===== config.mk =====
export PLATFORM = sky130hd
export DESIGN_NAME = mux4_scan_ctrl
export DESIGN_NICKNAME = d
export VERILOG_FILES = /design/src/rtl/mux4_scan_ctrl.sv
export SDC_FILE = /design/constraint.sdc
export NUM_CORES = 1
export LEC_CHECK = 0
export BUFFER_PORTS_ARGS = -buffer_cell sky130_fd_sc_hd__buf_2
export CAP_MARGIN = 20
export CORE_UTILIZATION = 50
export DETAILED_ROUTE_END_ITERATION = 10
export GPL_TIMING_DRIVEN = 1
export PLACE_DENSITY = 0.69
export SLEW_MARGIN = 20
export SYNTH_ARGS = -nofsm -noshare
export SYNTH_HDL_FRONTEND = slang
export SYNTH_SLANG_ARGS = --single-unit

===== constraint.sdc =====
create_clock -name clk -period 2.58 [get_ports clk]
set_clock_uncertainty 0.1 [all_clocks]
set_input_delay 0.387 -clock clk [delete_from_list [all_inputs] [get_ports clk]]
set_output_delay 0.387 -clock clk [all_outputs]
set_load 0.01 [all_outputs]

===== src/rtl/mux4_scan_ctrl.sv =====
// Scan controller for a 4-to-1 mux: steps selects 0..3, samples each channel after DWELL cycles.
// Define MUX4_SCAN_CONT_EN for continuous re-scanning after the first start.
module mux4_scan_ctrl #(
    parameter int unsigned DWELL = 2
) (
    input  logic       clk,
    input  logic       rst,
    input  logic       start,
    input  logic       mux_out,
    output logic       s1,
    output logic       s0,
    output logic       busy,
    output logic       done,
    output logic [3:0] data
);

    typedef enum logic [1:0] {IDLE, SETTLE, SAMPLE, DONE} state_t;

    localparam logic [7:0] DWELL_LAST = 8'(DWELL - 1);

    state_t     state_q, state_d;
    logic [1:0] ch_q, ch_d;
    logic [7:0] cnt_q, cnt_d;
    logic [3:0] shadow_q, shadow_d;
    logic [1:0] sel_q, sel_d;
    logic       busy_q, busy_d;
    logic       done_q, done_d;
    logic [3:0] data_q, data_d;

    always_comb begin
        state_d  = state_q;
        ch_d     = ch_q;
        cnt_d    = cnt_q;
        shadow_d = shadow_q;
        sel_d    = sel_q;
        busy_d   = busy_q;
        done_d   = done_q;
        data_d   = data_q;
        case (state_q)
            IDLE: begin
                if (start) begin
                    state_d = SETTLE;
                    ch_d    = 2'd0;
                    cnt_d   = 8'd0;
                    sel_d   = 2'd0;
                    busy_d  = 1'b1;
                end
            end
            SETTLE: begin
                cnt_d = cnt_q + 8'd1;
                if (cnt_q == DWELL_LAST) begin
                    state_d = SAMPLE;
                end
            end
            SAMPLE: begin
                shadow_d[ch_q] = mux_out;
                if (ch_q == 2'd3) begin
                    // Bit 3 comes straight from the input; the shadow update lands on the same edge.
                    data_d  = {mux_out, shadow_q[2:0]};
                    state_d = DONE;
                    done_d  = 1'b1;
                    busy_d  = 1'b0;
                    sel_d   = 2'd0;
                end else begin
                    ch_d    = ch_q + 2'd1;
                    sel_d   = ch_q + 2'd1;
                    cnt_d   = 8'd0;
                    state_d = SETTLE;
                end
            end
            DONE: begin
                done_d = 1'b0;
`ifdef MUX4_SCAN_CONT_EN
                state_d = SETTLE;
                ch_d    = 2'd0;
                cnt_d   = 8'd0;
                sel_d   = 2'd0;
                busy_d  = 1'b1;
`else
                state_d = IDLE;
`endif
            end
            default: state_d = IDLE;
        endcase
    end

    always_ff @(posedge clk) begin
        if (rst) begin
            state_q  <= IDLE;
            ch_q     <= 2'd0;
            cnt_q    <= 8'd0;
            shadow_q <= 4'd0;
            sel_q    <= 2'd0;
            busy_q   <= 1'b0;
            done_q   <= 1'b0;
            data_q   <= 4'd0;
        end else begin
            state_q  <= state_d;
            ch_q     <= ch_d;
            cnt_q    <= cnt_d;
            shadow_q <= shadow_d;
            sel_q    <= sel_d;
            busy_q   <= busy_d;
            done_q   <= done_d;
            data_q   <= data_d;
        end
    end

    assign s1   = sel_q[1];
    assign s0   = sel_q[0];
    assign busy = busy_q;
    assign done = done_q;
    assign data = data_q;

endmodule


# Word-level counts from Yosys, hierarchy flattened
# Index checks and enable logic that the tools add are counted.
[op_classes] shifts=0 div_mod_pow=0 order_cmp=2 n_mul=0 n_eq_ne=9 mux=20 bitwise=0 add_sub_neg=2 n_reduce_logical=12
[op_table] operator="8-bit case mux with 3 select lines" n=1
[op_table] operator="8-bit two-way mux" n=2
[op_table] operator="2-bit two-way mux" n=6
[op_table] operator="3-bit AND reduction" n=3
[op_table] operator="8-bit by 1-bit adder with 8-bit output, second input constant" n=1
[op_table] operator="8-bit by 1-bit == test with 1-bit output, second input constant" n=1
[op_table] operator="2-bit != test, second input constant" n=4
[op_table] operator="2-bit case mux with 2 select lines" n=2
[op_table] operator="2-bit case mux with 4 select lines" n=1
[op_table] operator="2-bit AND reduction" n=4
[op_table] operator="2-bit == test, second input constant" n=3
[op_table] operator="4-bit bitwise mux" n=1
[op_table] operator="1-bit two-way mux" n=4
[op_table] operator="1-bit case mux with 2 select lines" n=2
[op_table] operator="2-bit nonzero test" n=2
[op_table] operator="2-bit by 3-bit < comparator with 1-bit output, second input constant" n=1
[op_table] operator="3-bit nonzero test" n=1
[op_table] operator="2-bit by 1-bit adder with 2-bit output, second input constant" n=1
[op_table] operator="1-bit demux with 2-bit select" n=1
[op_table] operator="2-bit by 1-bit == test with 1-bit output, second input constant" n=1
[op_table] operator="2-bit by 1-bit greater-or-equal comparator with 1-bit output, second input constant" n=1
[op_table] operator="2-bit zero test" n=1
[op_table] operator="1-bit logical AND" n=1
[totals] mem_bits_ro=0 output_inout_bits=8 latchBits=0 regBits=24 memories=0 ramBits=0 input_bits=4

# Longest topological paths before layout
# Gate-level depths: netlist of run 1.
[logic_depth] depth_word=5 mapped_depth=5

# Least setup slack after synthesis of run 1
# No wires, ideal clock.
[synth_timing] kind="reg-to-reg" start="register ch_q[0]" end="register cnt_q[7]" synth_period_minus_slack_ns=1.788 setup_slack_ns=0.792 stages_incl_launch_ff=6 t_arrival_ns=1.616 n_path_buf=1 path_cell_list="dfxtp_1 ha_1 buf_2 or3b_4 a2111oi_4 mux2i_1"
[synth_via] elab_chain_len=3
[synth_rtl] item="from (decl)" line_no="22" text="logic [1:0] ch_q, ch_d;"
[synth_rtl] item="from (signal assigned)" line_no="99" text="ch_q <= ch_d;"
[synth_rtl] item="2-bit == test" line_no="57" text="if (ch_q == 2'd3) begin"
[synth_rtl] item="2-bit != test (no line)"
[synth_rtl] item="3-bit AND reduction (no line)"
[synth_rtl] item="to (signal assigned)" line_no="100" text="cnt_q <= cnt_d;"
[synth_rtl] item="to (decl)" line_no="23" text="logic [7:0] cnt_q, cnt_d;"
# No other way between the ends.
# A chain may end at the register's enable or synchronous reset.

# Worst setup path in the final report of run 1
# Ends and elaborated chain as after synthesis.

==> summary.txt, run 1 <==
Global route
  – Vias in the first global route: 848
  – First-pass GRT wire length: 3836 um
  – Tot GR Track Use: 0.2004
  – Met1 Use GR: 0.2916
  – Initial antenna violation count: 0
  – GR Layer Usage met3: 0.03636
  – Met2 Track Usage GR: 0.2956
  – Top Usage Layer GRT: met2
  – Largest net degree at the start of global routing: 23
  – GR Overflow Total: 0

Place
  – DP Wirelength: 1530 um
  – Port Buffers: 11
  – Routability cong.: 0.7926

Finish
  – ANT cells: 0
  – FILL cells: 222
  – Area grow syn2layout: 7.957%
  – Nets: 149
  – Ratio of cells with drive above 1 in the final layout: 0.1304

Power and ir drop
  – Pwr dens: 479.9 nW/um^2
  – Sequential power share: 0.620
  – Worst VDD drop: 0.0003235 V
  – Clock network power share: 0.291
  – Switch share: 0.2656
  – Psw: 0.0001601 W
  – Lkg Pwr: 0.4876 nW
  – Pint: 0.0004427 W
  – Comb pwr share: 0.089

Logic synthesis
  – Post-synth top area share: 0.3957
  – Synthesis Warnings: 0
  – Top_reg_cell synth: dfxtp_1
  – Syn Area/Cell: 9.020 um^2
  – Yosys cell types: 32
  – #FFs+latches synth: 23
  – Syn Nets: 139
  – Mapped Area: 1164 um^2
  – EDFF count, synth: 0
  – Sequential area share after synthesis: 0.3957
  – Async set-or-reset flop fraction in the synthesized netlist: 0
  – Area contributors post-synth: dfxtp_1, mux2i_1, ha_1, a21oi_1, nor2_1
  – Top cells by count, synth: dfxtp_1, nor2_1, a21oi_1
  – Most common cell in the synthesized netlist: dfxtp_1
  – Gate Count Post-Synth: 129
  – Largest area contributor in the netlist: dfxtp_1

Floorplanning
  – Die ar.: 2524 um^2
  – Cell Rows: 17
  – Core box area: 2212 um^2
  – Initial Utilization: 0.5260
  – I/O pin count: 12
  – Die X: 50.24 um
  – Die H: 50.24 um

Routing
  – Drt first pass iters: 4
  – DRC: 0
  – Final wirelength: 2220 um
  – Iteration-0 DRC Markers: 16
  – Via count: 972
  – Antenna Violating Nets Remaining: 0
  – Drt via density: 5.855
  – WL/cell: 13.37 um

CTS
  – Post-CTS setup repair buffer count: 0
  – CTS Buffer Depth: 2
  – Clock root cell: clkbuf_4
  – CTS tree: yes
  – Clock Sinks: 23
  – H-Tree Depth: 1
  – Clock slew at reported path FFs: 0.14 ns
  – Skew-Pair Late Insertion Delay: 0.31 ns
  – CTS Buf Count: 3
  – CTS Hold Bufs: 0
  – Post-CTS Resized: 0

STA
  – Final Max Tran Viols: 0
  – Sum of negative setup slack: 0 ns
  – Final cycle utilization of the critical path: 0.7328
  – Final setup vio count: 0
  – RSZ-0062 raised after global routing: no
  – Final hold viol count: 0
  – Worst-Margin Slew: 0.7243 ns
  – Hold_ws: 0.2624 ns
  – Fmax: 528.9 MHz
  – Slew headroom: 0.5161
  – Tmin final: 1.891 ns

Min path
  – Worst hold path type: in2reg

Setup path
  – CP delay by family, top: simple AND/OR/NAND/NOR gates
  – Crit path DAT: 2.04 ns
  – Element type at the critical path start: register
  – Crit Path Category: reg2reg
  – CP Cell Sequence: ha_1 -> or3b_4 -> a2111oi_4 -> mux2i_1
  – CP max stage cell: or3b_4
  – CP max stage delay: 0.45 ns
  – CP max FO: 9
  – WP data required: 2.73 ns
  – WP buf/inv: 0
  – Crit end category: register

Run
  – Max capacitance violation total: 0

Outcome
  – Status: finished, final reports clean
-- final cells by class --
cell class,instances,area [um^2],area share
Timing Repair Buffer,11,55.05,0.04382
Clock inverter,1,7.507,0.005976
Clock buffer,3,22.52,0.01793
Sequential cell,23,460.4,0.3665
Inverter,7,26.28,0.02092
Multi-Input combinational cell,93,649.4,0.5169
Tap cell,28,35.03,0.02789
-- registers in the layout (all words and copies together), names as in the netlist --
signal and cells:
busy 1, ch_q 2, cnt_q 8, data 4
done 1, sel_q 2, shadow_q 3, state_q 2
-- worst min-delay path: stages --
cell     delay (ns)
buf_2          0.12
mux2i_1        0.07
nor2_1         0.07
-- layout by cell type, fill, tap and decap left out, types with 5 or more instances in the layout --
cell type  synthesis  layout
nand2_1            5       5
o21ai_0            7       7
nor2_1            12      12
ha_1               6       6
buf_2              1      11
dfxtp_1           23      23
mux2i_1            9       9
inv_1              7       7
nand3b_1           5       5
a21oi_1           11      11
-- power by group through the flow --
stage	Clock (W)	Combinational, W	Sequential [W]
floorplan	0	0.0000434	0.000376
CTS	0.000180	0.0000538	0.000374
detailed placement	0	0.0000532	0.000382
finish	0.000175	0.0000538	0.000374
global placement	0	0.0000518	0.000381
global route	0.000194	0.0000614	0.000376
-- metrics by stage --
stage | instance area, um^2 | power, W | cells | setup slack (ns) | util
detailed placement | 1226 | 0.0004348 | 162 | 0.7211 | 0.5543
floorplan | 1164 | 0.0004198 | 129 | 0.7923 | -
finish | 1256 | 0.0006028 | 166 | 0.6894 | 0.5679
global placement | 1226 | 0.0004329 | 162 | 0.7734 | 0.5543
global route | 1256 | 0.0006317 | 166 | 0.5788 | 0.5679
CTS | 1256 | 0.0006079 | 166 | 0.6859 | 0.5679
-- worst paths after layout --
path	from	end	slack [ns]	cells after the start
min	mux_out	shadow_q[1]	0.26	3
max	ch_q[0]	cnt_q[7]	0.69	4
min reg2reg	done	done	0.38	1
max reg2reg	ch_q[0]	cnt_q[7]	0.69	4
-- logic make-up (layout without fill, tap and decap cells) --
group,Yosys count,in the layout,share of synthesized area
simple gates,43,43,0.2054
compound gates,35,35,0.2107
flops,23,23,0.3957
buf+inv,13,22,0.04624
mux,9,9,0.07742
fa+ha+maj,6,6,0.06451
-- per-layer routing --
layer  vias to the layer above  wire length [um]
li1                        484                 -
met1                       470              1163
met2                        16               975
met3                         2                63
met4                         0                17
met5                         -                 0
Note: power is estimated with default switching activity, not from simulation.
==> run 2: changes to the inputs <==
--- a/config.mk
+++ b/config.mk
@@ -5,12 +5,13 @@
 export SDC_FILE = /design/constraint.sdc
 export NUM_CORES = 1
 export LEC_CHECK = 0
+export ABC_AREA = 1
 export BUFFER_PORTS_ARGS = -buffer_cell sky130_fd_sc_hd__buf_2
 export CAP_MARGIN = 20
 export CORE_UTILIZATION = 50
 export DETAILED_ROUTE_END_ITERATION = 10
 export GPL_TIMING_DRIVEN = 1
-export PLACE_DENSITY = 0.69
+export PLACE_DENSITY = 0.73
 export SLEW_MARGIN = 20
 export SYNTH_ARGS = -nofsm -noshare
 export SYNTH_HDL_FRONTEND = slang
==> constraint.sdc (replaced) <==
create_clock -name clk -period 1.7 [get_ports clk]
set_clock_uncertainty 0.1 [all_clocks]
set_input_delay 0.255 -clock clk [delete_from_list [all_inputs] [get_ports clk]]
set_output_delay 0.255 -clock clk [all_outputs]
set_load 0.01 [all_outputs]
==> run 2 against run 1 <==
  * Utilization grew 2.5 points
  * Register-to-register slack lost 0.51 ns
  * Largest cell class unchanged
  * Clock power grew 49%
==> summary.txt, run 2 <==
Power and ir drop
  – Psw: 0.0002985 W (was 0.0001601 W)
  – Pwr dens: 853.7 nW/um^2 (was 479.9 nW/um^2)
  – Sequential power share: 0.585 (was 0.620)
  – Worst VDD drop: 0.0005453 V (was 0.0003235 V)
  – Comb pwr share: 0.156 (was 0.089)
  – Switch share: 0.2976 (was 0.2656)
  – Lkg Pwr: 0.5071 nW (was 0.4876 nW)
  – Pint: 0.0007045 W (was 0.0004427 W)
  – Clock network power share: 0.259 (was 0.291)
  – Tot Pwr: 0.001003 W (was 0.0006028 W)

Outcome
  – Status: finished, final reports clean (unchanged)

CTS
  – Post-CTS setup repair buffer count: 0 (unchanged)
  – CTS Buf Count: 3 (unchanged)
  – Clock root cell: clkbuf_4 (unchanged)
  – Clock slew at reported path FFs: 0.13 ns (was 0.14 ns)
  – Clock Sinks: 23 (unchanged)
  – H-Tree Depth: 1 (unchanged)
  – Skew-Pair Late Insertion Delay: 0.32 ns (was 0.31 ns)
  – CTS Hold Bufs: 0 (unchanged)
  – CTS tree: yes (unchanged)
  – Post-CTS Resized: 0 (unchanged)
  – CTS Buffer Depth: 2 (unchanged)

Floorplanning
  – Die H: 48.15 um (was 50.24 um)
  – Die X: 48.15 um (was 50.24 um)
  – Cell Rows: 16 (was 17)
  – Die ar.: 2318 um^2 (was 2524 um^2)
  – Core box area: 1982 um^2 (was 2212 um^2)
  – I/O pin count: 12 (unchanged)
  – Initial Utilization: 0.5372 (was 0.5260)

Finish
  – Final instance area: 1175 um^2 (was 1256 um^2)
  – Register area: 460.4 um^2 (unchanged)
  – Max FFs per register: 8 (unchanged)
  – Most common cell after layout, fill and taps aside: nand2_1 (was dfxtp_1)
  – Nets: 173 (was 149)
  – Area grow syn2layout: 10.34% (was 7.957%)
  – Ratio of cells with drive above 1 in the final layout: 0.1481 (was 0.1304)
  – Area of the multi-input gates: 538.0 um^2 (was 649.4 um^2)
  – Most frequent cells in the layout: nand2_1, dfxtp_1, a21oi_1 (was dfxtp_1, nor2_1, a21oi_1, buf_2, mux2i_1)
  – Most flop-heavy register: cnt_q (unchanged)
  – FILL cells: 195 (was 222)
  – Finished Layout Cells: 189 (was 166)
  – ANT cells: 0 (unchanged)

Place
  – Placed Area: 1147 um^2 (was 1226 um^2)
  – Placed Cells: 185 (was 162)
  – Routability cong.: 0.8454 (was 0.7926)
  – DP Wirelength: 1553 um (was 1530 um)
  – Port Buffers: 11 (unchanged)

Global route
  – Largest net degree at the start of global routing: 20 (was 23)
  – First-pass GRT wire length: 3215 um (was 3836 um)
  – Tot GR Track Use: 0.2023 (was 0.2004)
  – Vias in the first global route: 759 (was 848)
  – GR Overflow Total: 0 (unchanged)
  – Initial antenna violation count: 0 (unchanged)

STA
  – Worst-Margin Slew: 0.3382 ns (was 0.7243 ns)
  – Tmin final: 1.525 ns (was 1.891 ns)
  – Sum of negative setup slack: 0 ns (unchanged)
  – Fmax: 655.7 MHz (was 528.9 MHz)
  – RSZ-0062 raised after global routing: no (unchanged)
  – Slew headroom: 0.7745 (was 0.5161)
  – Final Max Tran Viols: 0 (unchanged)
  – Final setup vio count: 0 (unchanged)
  – Final cycle utilization of the critical path: 0.8971 (was 0.7328)
  – Final hold viol count: 0 (unchanged)

Routing
  – WL/cell: 10.93 um (was 13.37 um)
  – Via count: 923 (was 972)
  – Final wirelength: 2066 um (was 2220 um)
  – Iteration-0 DRC Markers: 17 (was 16)
  – DRC: 0 (unchanged)
  – Antenna Violating Nets Remaining: 0 (unchanged)
  – Drt via density: 4.884 (was 5.855)
  – Drt first pass iters: 4 (unchanged)

Logic synthesis
  – EDFF count, synth: 0 (unchanged)
  – Main combinational cell family by area after synthesis: simple AND/OR/NAND/NOR gates (was compound AO/OA/AOI/OAI gates)
  – Synth Area in Adders: 0.07051 (was 0.06452)
  – Top_reg_cell synth: dfxtp_1 (unchanged)
  – Yosys cell types: 19 (was 32)
  – #FFs+latches synth: 23 (unchanged)
  – Async set-or-reset flop fraction in the synthesized netlist: 0 (unchanged)
  – Post-synth top area share: 0.4324 (was 0.3957)
  – Synthesis Warnings: 0 (unchanged)
  – Top cells by count, synth: nand2_1, dfxtp_1, a21oi_1 (was dfxtp_1, nor2_1, a21oi_1)
  – Mapped Area: 1065 um^2 (was 1164 um^2)
  – Post-Synth Simple-Gate Area: 0.3231 (was 0.2054)
  – Compound-Gate Fraction of Synth Area: 0.1116 (was 0.2108)
  – Area contributors post-synth: dfxtp_1, nand2_1, a21oi_1, ha_1, nand3_1 (was dfxtp_1, mux2i_1, ha_1, a21oi_1, nor2_1)
  – Syn Area/Cell: 7.146 um^2 (was 9.020 um^2)
  – Syn Nets: 159 (was 139)
  – Post-synthesis mux area share: 0 (was 0.07742)
  – Most common cell in the synthesized netlist: nand2_1 (was dfxtp_1)
  – Gate Count Post-Synth: 149 (was 129)
  – Synth Area in XOR/XNOR: 0 (unchanged)
  – Sequential area share after synthesis: 0.4324 (was 0.3957)
  – Largest area contributor in the netlist: dfxtp_1 (unchanged)

Min path
  – Endpoint, Worst Hold: shadow_q[1] (unchanged)
  – Hold path startpoint: mux_out (unchanged)
  – Worst hold path type: in2reg (unchanged)
  – Hold path depth: 3 (unchanged)

Run
  – Max capacitance violation total: 0 (unchanged)

Setup path
  – Worst R2R Setup Slack: 0.17 ns (was 0.69 ns)
  – R2R depth: 7 (was 4)
  – Worst R2R End: cnt_q[6] (was cnt_q[7])
  – CP max FO: 7 (was 9)
  – Element type at the critical path start: register (unchanged)
  – Crit path DAT: 1.65 ns (was 2.04 ns)
  – Crit end category: register (unchanged)
  – CP Launch Point: ch_q[0] (unchanged)
  – Worst r2r src: ch_q[0] (unchanged)
  – Crit Path Category: reg2reg (unchanged)
  – WP data required: 1.82 ns (was 2.73 ns)
-- run 2: changes by cell type after synthesis, sizes merged, moves of 7 or more --
cell   before  now
nand3       3   14
inv         7   14
a21oi      11   20
mux2i       9    0
nand2       5   45
-- run 2: cell families (layout without fill, tap and decap cells) --
family / Yosys count / in the layout
compound gates: 23 / 23
fa+ha+maj: 6 / 6
buf+inv: 17 / 30
flops: 23 / 23
simple gates: 80 / 80
-- run 2: through the flow --
step | worst slack (ns) | hold slack (ns) | utilization
after floorplan | 0.3526 | 0.3201 | -
after global placement | 0.2655 | 0.3477 | 0.5789
after detailed placement | 0.2148 | 0.3541 | 0.5789
after CTS | 0.1816 | 0.1370 | 0.5928
after global routing | 0.04380 | 0.1406 | 0.5928
final | 0.1749 | 0.1358 | 0.5928
-- run 2: how the worst max path moves through the flow --
| stage | endpoint | slack [ns] |
|---|---|---|
| after floorplan | cnt_q[5] | 0.35 |
| after global placement | cnt_q[6] | 0.27 |
| after detailed placement | cnt_q[6] | 0.21 |
| after CTS | cnt_q[6] | 0.18 |
| after global routing | cnt_q[6] | 0.04 |
| final | cnt_q[6] | 0.17 |
-- run 2: per-layer routing --
layer | wire length [um] | vias up | track usage
met4 | 43 | 0 | 0.1000
met5 | 0 | - | 0
met2 | 879 | 20 | 0.3013
li1 | - | 504 | -
met1 | 1065 | 395 | 0.2818
met3 | 77 | 4 | 0.03333
-- run 2: area by class of cell --
type	count	area share
clock inverters	1	0.004260
clock buffers	3	0.01917
flip-flops and latches	23	0.3919
repair buffers	12	0.05325
well taps	27	0.02875
inverters	14	0.04473
multi-input cells	109	0.4579
-- run 2: power groups by stage --
stage                     Clock, W  Combinational [W]  Sequential, W
final                     0.000260           0.000157       0.000587
after global routing      0.000286           0.000183       0.000590
after CTS                 0.000259           0.000157       0.000586
after detailed placement         0           0.000156       0.000598
after global placement           0           0.000151       0.000597
after floorplan                  0           0.000117       0.000597
-- run 2: worst max-delay path, cell delays in order (launching register included) --
cell and delay, ns:
dfxtp_1 0.37, ha_1 0.30, o21ai_2 0.22, nand2_2 0.14, nor2_1 0.14, nand2_1 0.06, nand2_1 0.05, nor2_1 0.04
